<file path="src/rtl/pll_lock_sequencer_pkg.sv">
// rtl/pll_lock_sequencer_pkg.sv - state encodings and default constants for the PLL lock sequencer
package pll_lock_sequencer_pkg;

  typedef enum logic [2:0] {
    S_RESET  = 3'd0,
    S_WAIT   = 3'd1,
    S_STABLE = 3'd2,
    S_LOCKED = 3'd3,
    S_FAIL   = 3'd4
  } state_e;

  localparam int DEF_RST_CYC      = 16;
  localparam int DEF_LOCK_TIMEOUT = 4096;
  localparam int DEF_STABLE_CYC   = 256;
  localparam int DEF_MAX_RETRY    = 3;
  localparam int DEF_CW           = 12;

  function automatic logic state_is_busy(input state_e s);
    return (s == S_RESET) || (s == S_WAIT) || (s == S_STABLE);
  endfunction

endpackage

</file>
<file path="src/rtl/sync_2ff.sv">
// rtl/sync_2ff.sv - two-flop single-bit synchronizer, async active-low reset to 0
module sync_2ff (
  input  logic clk,
  input  logic rst_n,
  input  logic d,
  output logic q
);
  logic meta_q;
  logic sync_q;

  always_ff @(posedge clk or negedge rst_n) begin
    if (!rst_n) begin
      meta_q <= 1'b0;
      sync_q <= 1'b0;
    end else begin
      meta_q <= d;
      sync_q <= meta_q;
    end
  end

  assign q = sync_q;
endmodule

</file>
<file path="src/rtl/pll_lock_sequencer.sv">
// rtl/pll_lock_sequencer.sv - PLL reset pulse, lock wait with timeout/retry, stability window, ready
// Defining PLLSEQ_LOSS_CNT_EN adds the saturating lock_loss_cnt output.
module pll_lock_sequencer
  import pll_lock_sequencer_pkg::*;
#(
  parameter int RST_CYC      = DEF_RST_CYC,
  parameter int LOCK_TIMEOUT = DEF_LOCK_TIMEOUT,
  parameter int STABLE_CYC   = DEF_STABLE_CYC,
  parameter int MAX_RETRY    = DEF_MAX_RETRY,
  parameter int CW           = DEF_CW
) (
  input  logic       clk,
  input  logic       rst,
  input  logic       pll_lock,
  input  logic       restart,
  output logic       pllrst,
  output logic       ready,
  output logic       busy,
  output logic       fail,
  output logic [3:0] retry_cnt
`ifdef PLLSEQ_LOSS_CNT_EN
  ,
  output logic [7:0] lock_loss_cnt
`endif
);
  localparam logic [CW-1:0] CNT_ONE     = CW'(1);
  localparam logic [CW-1:0] RST_LOAD    = CW'(RST_CYC);
  localparam logic [CW-1:0] WAIT_LOAD   = CW'(LOCK_TIMEOUT);
  localparam logic [CW-1:0] STABLE_LOAD = CW'(STABLE_CYC - 1);
  localparam logic [3:0]    RETRY_MAX   = 4'(MAX_RETRY);

  state_e        state_q, state_d;
  logic [CW-1:0] cnt_q, cnt_d;
  logic [3:0]    retry_q, retry_d, retry_inc;
  logic          pllrst_q, pllrst_d;
  logic          ready_q, ready_d;
  logic          busy_q, busy_d;
  logic          fail_q, fail_d;
  logic          lock_s;

  sync_2ff u_lock_sync (
    .clk   (clk),
    .rst_n (rst),
    .d     (pll_lock),
    .q     (lock_s)
  );

  always_comb begin
    state_d   = state_q;
    cnt_d     = cnt_q;
    retry_d   = retry_q;
    retry_inc = retry_q + 4'd1;
    if (restart) begin
      state_d = S_RESET;
      cnt_d   = RST_LOAD;
      retry_d = 4'd0;
    end else begin
      case (state_q)
        // RESET/WAIT leave on the edge that would take the counter to 0, so they last exactly N edges
        S_RESET: begin
          if (cnt_q == CNT_ONE) begin
            state_d = S_WAIT;
            cnt_d   = WAIT_LOAD;
          end else begin
            cnt_d = cnt_q - CNT_ONE;
          end
        end
        S_WAIT: begin
          if (lock_s) begin
            state_d = S_STABLE;
            cnt_d   = STABLE_LOAD;
          end else if (cnt_q == CNT_ONE) begin
            retry_d = retry_inc;
            state_d = (retry_inc == RETRY_MAX) ? S_FAIL : S_RESET;
            cnt_d   = (retry_inc == RETRY_MAX) ? '0 : RST_LOAD;
          end else begin
            cnt_d = cnt_q - CNT_ONE;
          end
        end
        S_STABLE: begin
          if (!lock_s) begin
            state_d = S_WAIT;
            cnt_d   = WAIT_LOAD;
          end else if (cnt_q == '0) begin
            state_d = S_LOCKED;
          end else begin
            cnt_d = cnt_q - CNT_ONE;
          end
        end
        S_LOCKED: begin
          if (!lock_s) begin
            state_d = S_RESET;
            cnt_d   = RST_LOAD;
            retry_d = 4'd0;
          end
        end
        S_FAIL: begin
          state_d = S_FAIL;
        end
        default: begin
          state_d = S_RESET;
          cnt_d   = RST_LOAD;
          retry_d = 4'd0;
        end
      endcase
    end
    pllrst_d = (state_d == S_RESET);
    ready_d  = (state_d == S_LOCKED);
    busy_d   = state_is_busy(state_d);
    fail_d   = (state_d == S_FAIL);
  end

  always_ff @(posedge clk or negedge rst) begin
    if (!rst) begin
      state_q  <= S_RESET;
      cnt_q    <= RST_LOAD;
      retry_q  <= 4'd0;
      pllrst_q <= 1'b1;
      ready_q  <= 1'b0;
      busy_q   <= 1'b1;
      fail_q   <= 1'b0;
    end else begin
      state_q  <= state_d;
      cnt_q    <= cnt_d;
      retry_q  <= retry_d;
      pllrst_q <= pllrst_d;
      ready_q  <= ready_d;
      busy_q   <= busy_d;
      fail_q   <= fail_d;
    end
  end

  assign pllrst    = pllrst_q;
  assign ready     = ready_q;
  assign busy      = busy_q;
  assign fail      = fail_q;
  assign retry_cnt = retry_q;

`ifdef PLLSEQ_LOSS_CNT_EN
  // Only genuine lock loss counts; a restart on the same edge wins and is not a loss.
  logic       lock_lost;
  logic [7:0] loss_q, loss_d;

  assign lock_lost = (state_q == S_LOCKED) && !lock_s && !restart;

  always_comb begin
    loss_d = loss_q;
    if (lock_lost && (loss_q != 8'hFF)) begin
      loss_d = loss_q + 8'd1;
    end
  end

  always_ff @(posedge clk or negedge rst) begin
    if (!rst) begin
      loss_q <= 8'd0;
    end else begin
      loss_q <= loss_d;
    end
  end

  assign lock_loss_cnt = loss_q;
`endif
endmodule
</file>
<file path="config.mk">
export PLATFORM = sky130hd
export DESIGN_NAME = pll_lock_sequencer
export DESIGN_NICKNAME = d
export VERILOG_FILES = /design/src/rtl/pll_lock_sequencer_pkg.sv /design/src/rtl/sync_2ff.sv /design/src/rtl/pll_lock_sequencer.sv
export SDC_FILE = /design/constraint.sdc
export NUM_CORES = 1
export LEC_CHECK = 0
export BUFFER_PORTS_ARGS = -buffer_cell sky130_fd_sc_hd__buf_2
export CORE_AREA = 8 8 73 75
export CTS_CLUSTER_DIAMETER = 80
export CTS_CLUSTER_SIZE = 16
export DETAILED_ROUTE_END_ITERATION = 12
export DIE_AREA = 0 0 81 83
export GPL_ROUTABILITY_DRIVEN = 0
export SETUP_SLACK_MARGIN = 0.02
export SYNTH_ARGS = -nofsm -noshare
export SYNTH_HDL_FRONTEND = slang
export SYNTH_SLANG_ARGS = --single-unit
</file>
<file path="constraint.sdc">
create_clock -name clk -period 2.7 [get_ports clk]
set_input_delay 0.54 -clock clk [delete_from_list [all_inputs] [get_ports clk]]
set_output_delay 0.54 -clock clk [all_outputs]
set_load 0.01 [all_outputs]
</file>
==> results of run 1 <==
[critical path: stages, from the launching register on]
cell,delay (ns)
dfrtp_1,0.43
inv_1,0.09
ha_1,0.24
nor4b_1,0.40
a31oi_1,0.15
or4b_1,0.55
a221oi_2,0.34
a22oi_1,0.14
[flip-flops by register name, indices dropped and copies added, names as in the netlist]
signal and cells:
u_lock_sync.q 1, u_lock_sync.meta_q 1, busy 1, ready 1, retry_cnt 4, fail 1, cnt_q 12, state_q 3
pllrst 1
[cell type report]
type	count	area, µm²
well taps	52	65.1
clock inverters	1	7.51
inverters	7	26.3
clock buffers	3	41.3
repair buffers	12	62.6
flip-flops and latches	25	629
fillers	424	2490
multi-input cells	132	877
[cell families after synthesis]
family	share of synthesized area (%)
AND/OR/NAND/NOR	26.3
AO/OA/AOI/OAI	25.1
flip-flops	40.0
buffers and inverters	4.14
adder cells (fa/ha/maj)	3.18
multiplexers	1.27
[routing by layer]
metal | vias up | track usage (%)
li1 | 665 | -
met1 | 622 | 15.4
met2 | 23 | 16.1
met3 | 4 | 1.94
met4 | 0 | 2.93
met5 | - | 0
[where the power goes]
group	internal [mW]	total (mW)	switching, mW	leakage [nW]
clock	0.105	0.227	0.122	0.0217
sequential	0.439	0.537	0.0989	0.329
combinational	0.175	0.388	0.213	0.362
total	0.718	1.15	0.434	0.713
[through the flow]
step	power [mW]	hold WS, ns	setup slack (ns)
after global placement	0.915	0.340	0.337
after global routing	1.25	0.282	0.0670
after floorplan	0.840	0.244	0.500
after detailed placement	0.925	0.344	0.276
final	1.15	0.244	0.263
after CTS	1.16	0.265	0.269
[worst min path at each step]
stage,start,endpoint,slack [ns],depth (start not counted)
6_report,rst,cnt_q[6]$_DFFE_PN0P_,0.24,1
5_1_grt,rst,cnt_q[6]$_DFFE_PN0P_,0.28,1
4_1_cts,rst,cnt_q[6]$_DFFE_PN0P_,0.27,1
3_5_place_dp,u_lock_sync.meta_q$_DFF_PN0_,u_lock_sync.q$_DFF_PN0_,0.34,0
3_3_place_gp,u_lock_sync.meta_q$_DFF_PN0_,u_lock_sync.q$_DFF_PN0_,0.34,0
2_1_floorplan,rst,cnt_q[0]$_DFFE_PN0P_,0.24,0
[synth_stat cells, types with 3 or more instances]
master,instances,area (µm²)
nor2_1,15,56.3
and2_1,5,31.3
o21a_1,5,37.5
nand2_1,17,63.8
dfrtp_1,22,551
nand3_1,3,15.0
dfstp_2,3,78.8
nor3_1,6,30.0
clkbuf_1,3,11.3
a21oi_1,5,25.0
o221ai_1,4,35.0
nor2b_1,3,18.8
nand4_1,3,18.8
o31ai_1,3,22.5
inv_1,7,26.3
o21ai_0,10,50.1
ha_1,4,50.1
==> flow_metrics.env, run 1 <==
export IMPL_cap_violations=0
export IMPL_clkLatencyLatePin_ns=0.27
export IMPL_finalSetupTns_ns=0
export IMPL_ctsLongestPathBuffers=2
export IMPL_drive_above_1_share_pct=18.3
export IMPL_cts_htree_levels=1
export IMPL_fin_worst_skew_ns=0.00339
export IMPL_grt_pass1_wl_mm=5.97
export IMPL_async_reset_ff_share_pct=100
export IMPL_period_needed_ns=2.44
export IMPL_diodes=0
export IMPL_netlist_area_um2=1570
export IMPL_wl_mm=3.45
export IMPL_routed_via_density=5.66
export IMPL_rr_startpoint="cnt_q[0]$_DFFE_PN0P_"
export IMPL_required_ns=2.88
export IMPL_final_core_util_pct=40.7
export IMPL_start_kind="flop"
export IMPL_met3_length_um=85
export IMPL_grt_usage_pct=10.8
export IMPL_mostFrequentLayoutCell="dfrtp_1"
export IMPL_tightestPinTransition_ns=0.568
export IMPL_syn_to_final_growth_pct=8.76
export IMPL_final_hold_violation_count=0
export IMPL_yosysSeqAreaShare_pct=40.0
export IMPL_crit_start="cnt_q[0]$_DFFE_PN0P_"
export IMPL_grt_max_degree=26
export IMPL_path_clk_slew_ns=0.09
export IMPL_setup_viol=0
export IMPL_mostFrequentLayoutCells="22 x dfrtp_1, 17 x nand2_1, 15 x nor2_1, 11 x buf_2, 10 x o21ai_0"
export IMPL_rsz0062_at_grt="no"
export IMPL_cp_end_kind="flop"
export IMPL_cts_inserted_buffers=3
export IMPL_top_layer="met4"
export IMPL_die_area_um2=6720
export IMPL_hpwl_mm=2.58
export IMPL_syn_nets=178
export IMPL_outcome="completed"
export IMPL_hold_class="primary input to async pin"
export IMPL_peakVddDrop_uv=222
export IMPL_p_leak_nw=0.713
export IMPL_grt_overflow_total=0
export IMPL_r2r_slack_ns=0.26
export IMPL_cts_tree="yes"
export IMPL_coreArea_um2=4200
export IMPL_nets=189
export IMPL_route_met2_wl_mm=1.63
export IMPL_drc=0
export IMPL_synth_main_ff_cell="dfrtp_1"
export IMPL_ios=12
export IMPL_post_route_period_util_pct=90.3
export IMPL_dp_cells=228
export IMPL_max_freq_ghz=0.410
export IMPL_synth_seq_cells=25
export IMPL_critical_path_arrival_ns=2.62
export IMPL_syn_area_per_cell_um2=9.24
export IMPL_start_util_pct=37.4
export IMPL_antenna_found_initial=0
export IMPL_rr_endpoint="busy$_DFF_PN1_"
export IMPL_clkSinkCount=25
export IMPL_wl_met1_mm=1.70
export IMPL_relSlewSlack_pct=61.2
export IMPL_yosys_warnings=0
export IMPL_cts_hold_buf=0
export IMPL_worst_r2r_path_depth=7
export IMPL_synth_edff_count=0
export IMPL_rows=24
export IMPL_placed_cell_area_um2=1660
export IMPL_wl_per_cell_um=14.9
export IMPL_fin_cells=232
export IMPL_endpoint="busy$_DFF_PN1_"
export IMPL_first_pass_iters=4
export IMPL_drv_slew=0
export IMPL_power_density_nw_per_um2=674
export IMPL_postCtsResizedCells=0
export IMPL_io_buffers=11
export IMPL_ant_nets=0
export IMPL_drt_iter0_drc=125
export IMPL_clockRootBuffer="clkbuf_8"
export IMPL_grt_pass1_vias=1262
export IMPL_vias=1314
export IMPL_post_cts_buffers=0
export IMPL_syn_instance_count=170
export IMPL_die_w_um=81
export IMPL_critPathKind="flop to flop"
export IMPL_synth_distinct_cells=54
export IMPL_worst_path_max_fanout=6
export IMPL_fin_area_um2=1710
export IMPL_die_y_um=83
No activity file was read; power rests on OpenSTA's default activity.
==> run 2, diff against run 1 <==
--- a/config.mk
+++ b/config.mk
@@ -5,9 +5,9 @@
 export SDC_FILE = /design/constraint.sdc
 export NUM_CORES = 1
 export LEC_CHECK = 0
+export ABC_AREA = 1
 export BUFFER_PORTS_ARGS = -buffer_cell sky130_fd_sc_hd__buf_2
 export CORE_AREA = 8 8 73 75
-export CTS_CLUSTER_DIAMETER = 80
 export CTS_CLUSTER_SIZE = 16
 export DETAILED_ROUTE_END_ITERATION = 12
 export DIE_AREA = 0 0 81 83
==> flow_metrics.env, run 2 <==
export IMPL_synthTopCellsByArea="dfrtp_1 35%, nand2_1 14%, inv_1 7.6%"
export IMPL_ctsLongestPathBuffers=2
export IMPL_start_kind="flop"
export IMPL_required_ns=2.86
export IMPL_r2r_slack_ns=1.03
export IMPL_die_w_um=81
export IMPL_clkSinkCount=25
export IMPL_yosys_area_top_type_share_pct=34.9
export IMPL_cts_tree="yes"
export IMPL_p_total_mw=1.17
export IMPL_antenna_found_initial=0
export IMPL_grtUsageMet1_pct=13.9
export IMPL_max_freq_ghz=0.601
export IMPL_clkPwrFrac_pct=19.2
export IMPL_power_internal_uw=712
export IMPL_synth_compound_area_share_pct=12.5
export IMPL_peakVddDrop_uv=245
export IMPL_async_reset_ff_share_pct=100
export IMPL_p_seq_share_pct=42.8
export IMPL_netlist_area_um2=1580
export IMPL_synth_distinct_cells=31
export IMPL_top_usage_layer="met2"
export IMPL_met3_usage_pct=2.48
export IMPL_comb_power_share_pct=38.0
export IMPL_critical_path_arrival_ns=1.83
export IMPL_ant_nets=0
export IMPL_grt_max_degree=26
export IMPL_rsz0062_at_grt="no"
export IMPL_coreArea_um2=4200
export IMPL_synthSimpleGateAreaFrac_pct=31.0
export IMPL_first_pass_iters=4
export IMPL_drc=0
export IMPL_final_core_util_pct=41.3
export IMPL_power_density_nw_per_um2=675
export IMPL_worst_r2r_path_depth=11
export IMPL_clkLatencyLatePin_ns=0.27
export IMPL_top_register="cnt_q"
export IMPL_postCtsResizedCells=0
export IMPL_yosys_top_cells_count="60 x nand2_1, 32 x inv_1, 27 x nor2_1, 22 x dfrtp_1, 18 x o21ai_0"
export IMPL_synthAdderAreaFrac_pct=3.17
export IMPL_syn_instance_count=217
export IMPL_crit_path_top_delay_cell="dfrtp_1"
export IMPL_final_hold_violation_count=0
export IMPL_outcome="completed"
export IMPL_die_area_um2=6720
export IMPL_cp_end_kind="flop"
export IMPL_multi_input_comb_area_um2=806
export IMPL_swShare_pct=39.3
export IMPL_hold_ws_ns=0.247
export IMPL_synth_seq_cells=25
export IMPL_cts_hold_buf=0
export IMPL_syn_area_per_cell_um2=7.27
export IMPL_grt_overflow_total=0
export IMPL_cts_inserted_buffers=3
export IMPL_yosysSeqAreaShare_pct=39.9
export IMPL_drv_slew=0
export IMPL_p_leak_nw=0.918
export IMPL_drt_iter0_drc=91
export IMPL_synth_area_leader_cell="dfrtp_1"
export IMPL_yosysMostFrequentCell="nand2_1"
export IMPL_path_clk_slew_ns=0.09
export IMPL_setup_viol=0
export IMPL_vias=1313
export IMPL_worst_path_max_fanout=7
export IMPL_synth_xor_area_share_pct=4.44
export IMPL_ios=12
export IMPL_synth_top_family_by_area="simple AND/OR/NAND/NOR gates"
export IMPL_rows=24
export IMPL_crit_start="cnt_q[0]$_DFFE_PN0P_"
export IMPL_yosys_warnings=0
export IMPL_power_switching_uw=460
export IMPL_finalSetupTns_ns=0
export IMPL_placed_cell_area_um2=1690
export IMPL_nets=240
export IMPL_wl_mm=3.22
export IMPL_grt_pass1_vias=1400
export IMPL_clockRootBuffer="clkbuf_8"
export IMPL_fin_area_um2=1740
export IMPL_drive_above_1_share_pct=14.7
export IMPL_period_needed_ns=1.67
export IMPL_relSlewSlack_pct=63.6
export IMPL_cts_htree_levels=1
export IMPL_start_util_pct=37.5
export IMPL_tightestPinTransition_ns=0.547
export IMPL_mostFrequentLayoutCell="nand2_1"
export IMPL_synth_edff_count=0
export IMPL_grt_pass1_wl_mm=6.10
export IMPL_synth_main_ff_cell="dfrtp_1"
export IMPL_io_buffers=11
export IMPL_mostFrequentLayoutCells="60 x nand2_1, 32 x inv_1, 27 x nor2_1, 22 x dfrtp_1, 18 x o21ai_0"
export IMPL_hold_class="primary input to async pin"
export IMPL_muxShareOfSynthArea_pct=0
export IMPL_fin_worst_skew_ns=0.00455
export IMPL_wl_per_cell_um=11.4
export IMPL_rr_startpoint="cnt_q[0]$_DFFE_PN0P_"
export IMPL_cp_cell_sequence="inv_1, ha_1, nand2_2, nor2_2, nand2_1, clkinv_1, nand3_2, nand2_4, nor2_4, nand2_1, o21ai_2"
export IMPL_seq_area_um2=629
export IMPL_largest_reg_flops=12
export IMPL_syn_nets=225
export IMPL_grt_usage_pct=11.0
export IMPL_post_cts_buffers=0
export IMPL_diodes=0
export IMPL_n_fill_cell=454
export IMPL_routed_via_density=4.64
export IMPL_use_met2_pct=17.9
export IMPL_die_y_um=83
export IMPL_critPathKind="flop to flop"
export IMPL_syn_to_final_growth_pct=10.2
export IMPL_hpwl_mm=2.49
export IMPL_cap_violations=0
export IMPL_rr_endpoint="cnt_q[7]$_DFFE_PN0P_"
export IMPL_post_route_period_util_pct=61.7
export IMPL_slowest_delay_ns=0.40
export IMPL_crit_top_cell="nand2_1"
run 2: cell count changes after synthesis, sizes merged, moves of 4 or more:
| cell | change |
|---|---|
| nand2 | +45 |
| inv | +27 |
| nor2 | +15 |
| o21ai | +11 |
| nand3 | +9 |
| and2 | -5 |
| nor3 | -5 |
| o21a | -5 |
| xor2 | +5 |
| clkbuf | -4 |
| o221ai | -4 |
run 2: power groups by stage:
| stage | Sequential [mW] | Clock [mW] | Combinational [mW] |
|---|---|---|---|
| after floorplan | 0.492 | 0 | 0.368 |
| after global placement | 0.509 | 0 | 0.444 |
| after detailed placement | 0.506 | 0 | 0.450 |
| after CTS | 0.501 | 0.238 | 0.451 |
| after global routing | 0.513 | 0.254 | 0.527 |
| final | 0.502 | 0.225 | 0.445 |
run 2: cell families (layout without fill, tap and decap cells):
group / count (synthesis) / in the layout
flip-flops: 25 / 25
AO/OA/AOI/OAI: 32 / 32
XOR/XNOR: 8 / 8
buffers and inverters: 36 / 50
AND/OR/NAND/NOR: 112 / 112
adder cells (fa/ha/maj): 4 / 4
run 2: how the worst max path moves through the flow:
stage,to,slack [ns]
after CTS,cnt_q[5]$_DFFE_PN0P_,1.01
final,cnt_q[7]$_DFFE_PN0P_,1.03
after global routing,cnt_q[1]$_DFFE_PN0P_,0.88
after global placement,cnt_q[7]$_DFFE_PN0P_,1.04
after floorplan,cnt_q[5]$_DFFE_PN0P_,1.22
after detailed placement,cnt_q[9]$_DFFE_PN0P_,1.03
run 2: layer usage:
metal | vias up | routed length [µm]
met2 | 14 | 1570
met3 | 2 | 90
met1 | 594 | 1550
met4 | 0 | 21
li1 | 703 | -
met5 | - | 0
run 2: final cells by class:
class / count / share of cell area [%]
Clock buffer: 4 / 2.59
Inverter: 35 / 7.85
Multi-Input combinational cell: 156 / 46.4
Sequential cell: 25 / 36.2
Tap cell: 52 / 3.75
Timing Repair Buffer: 11 / 3.17
run 2: per-stage QoR:
step,setup slack (ns),std cells
after floorplan,1.22,217
after CTS,1.01,283
after global routing,0.876,283
after global placement,1.04,279
final,1.03,283
after detailed placement,1.03,279
run 2: critical path: cells and delay by family, from the launching register on:
kind            cells  cell delay, ns
simple gates        7            0.71
compound gates      1            0.05
flops               1            0.40
buf+inv             2            0.18
fa+ha+maj           1            0.21
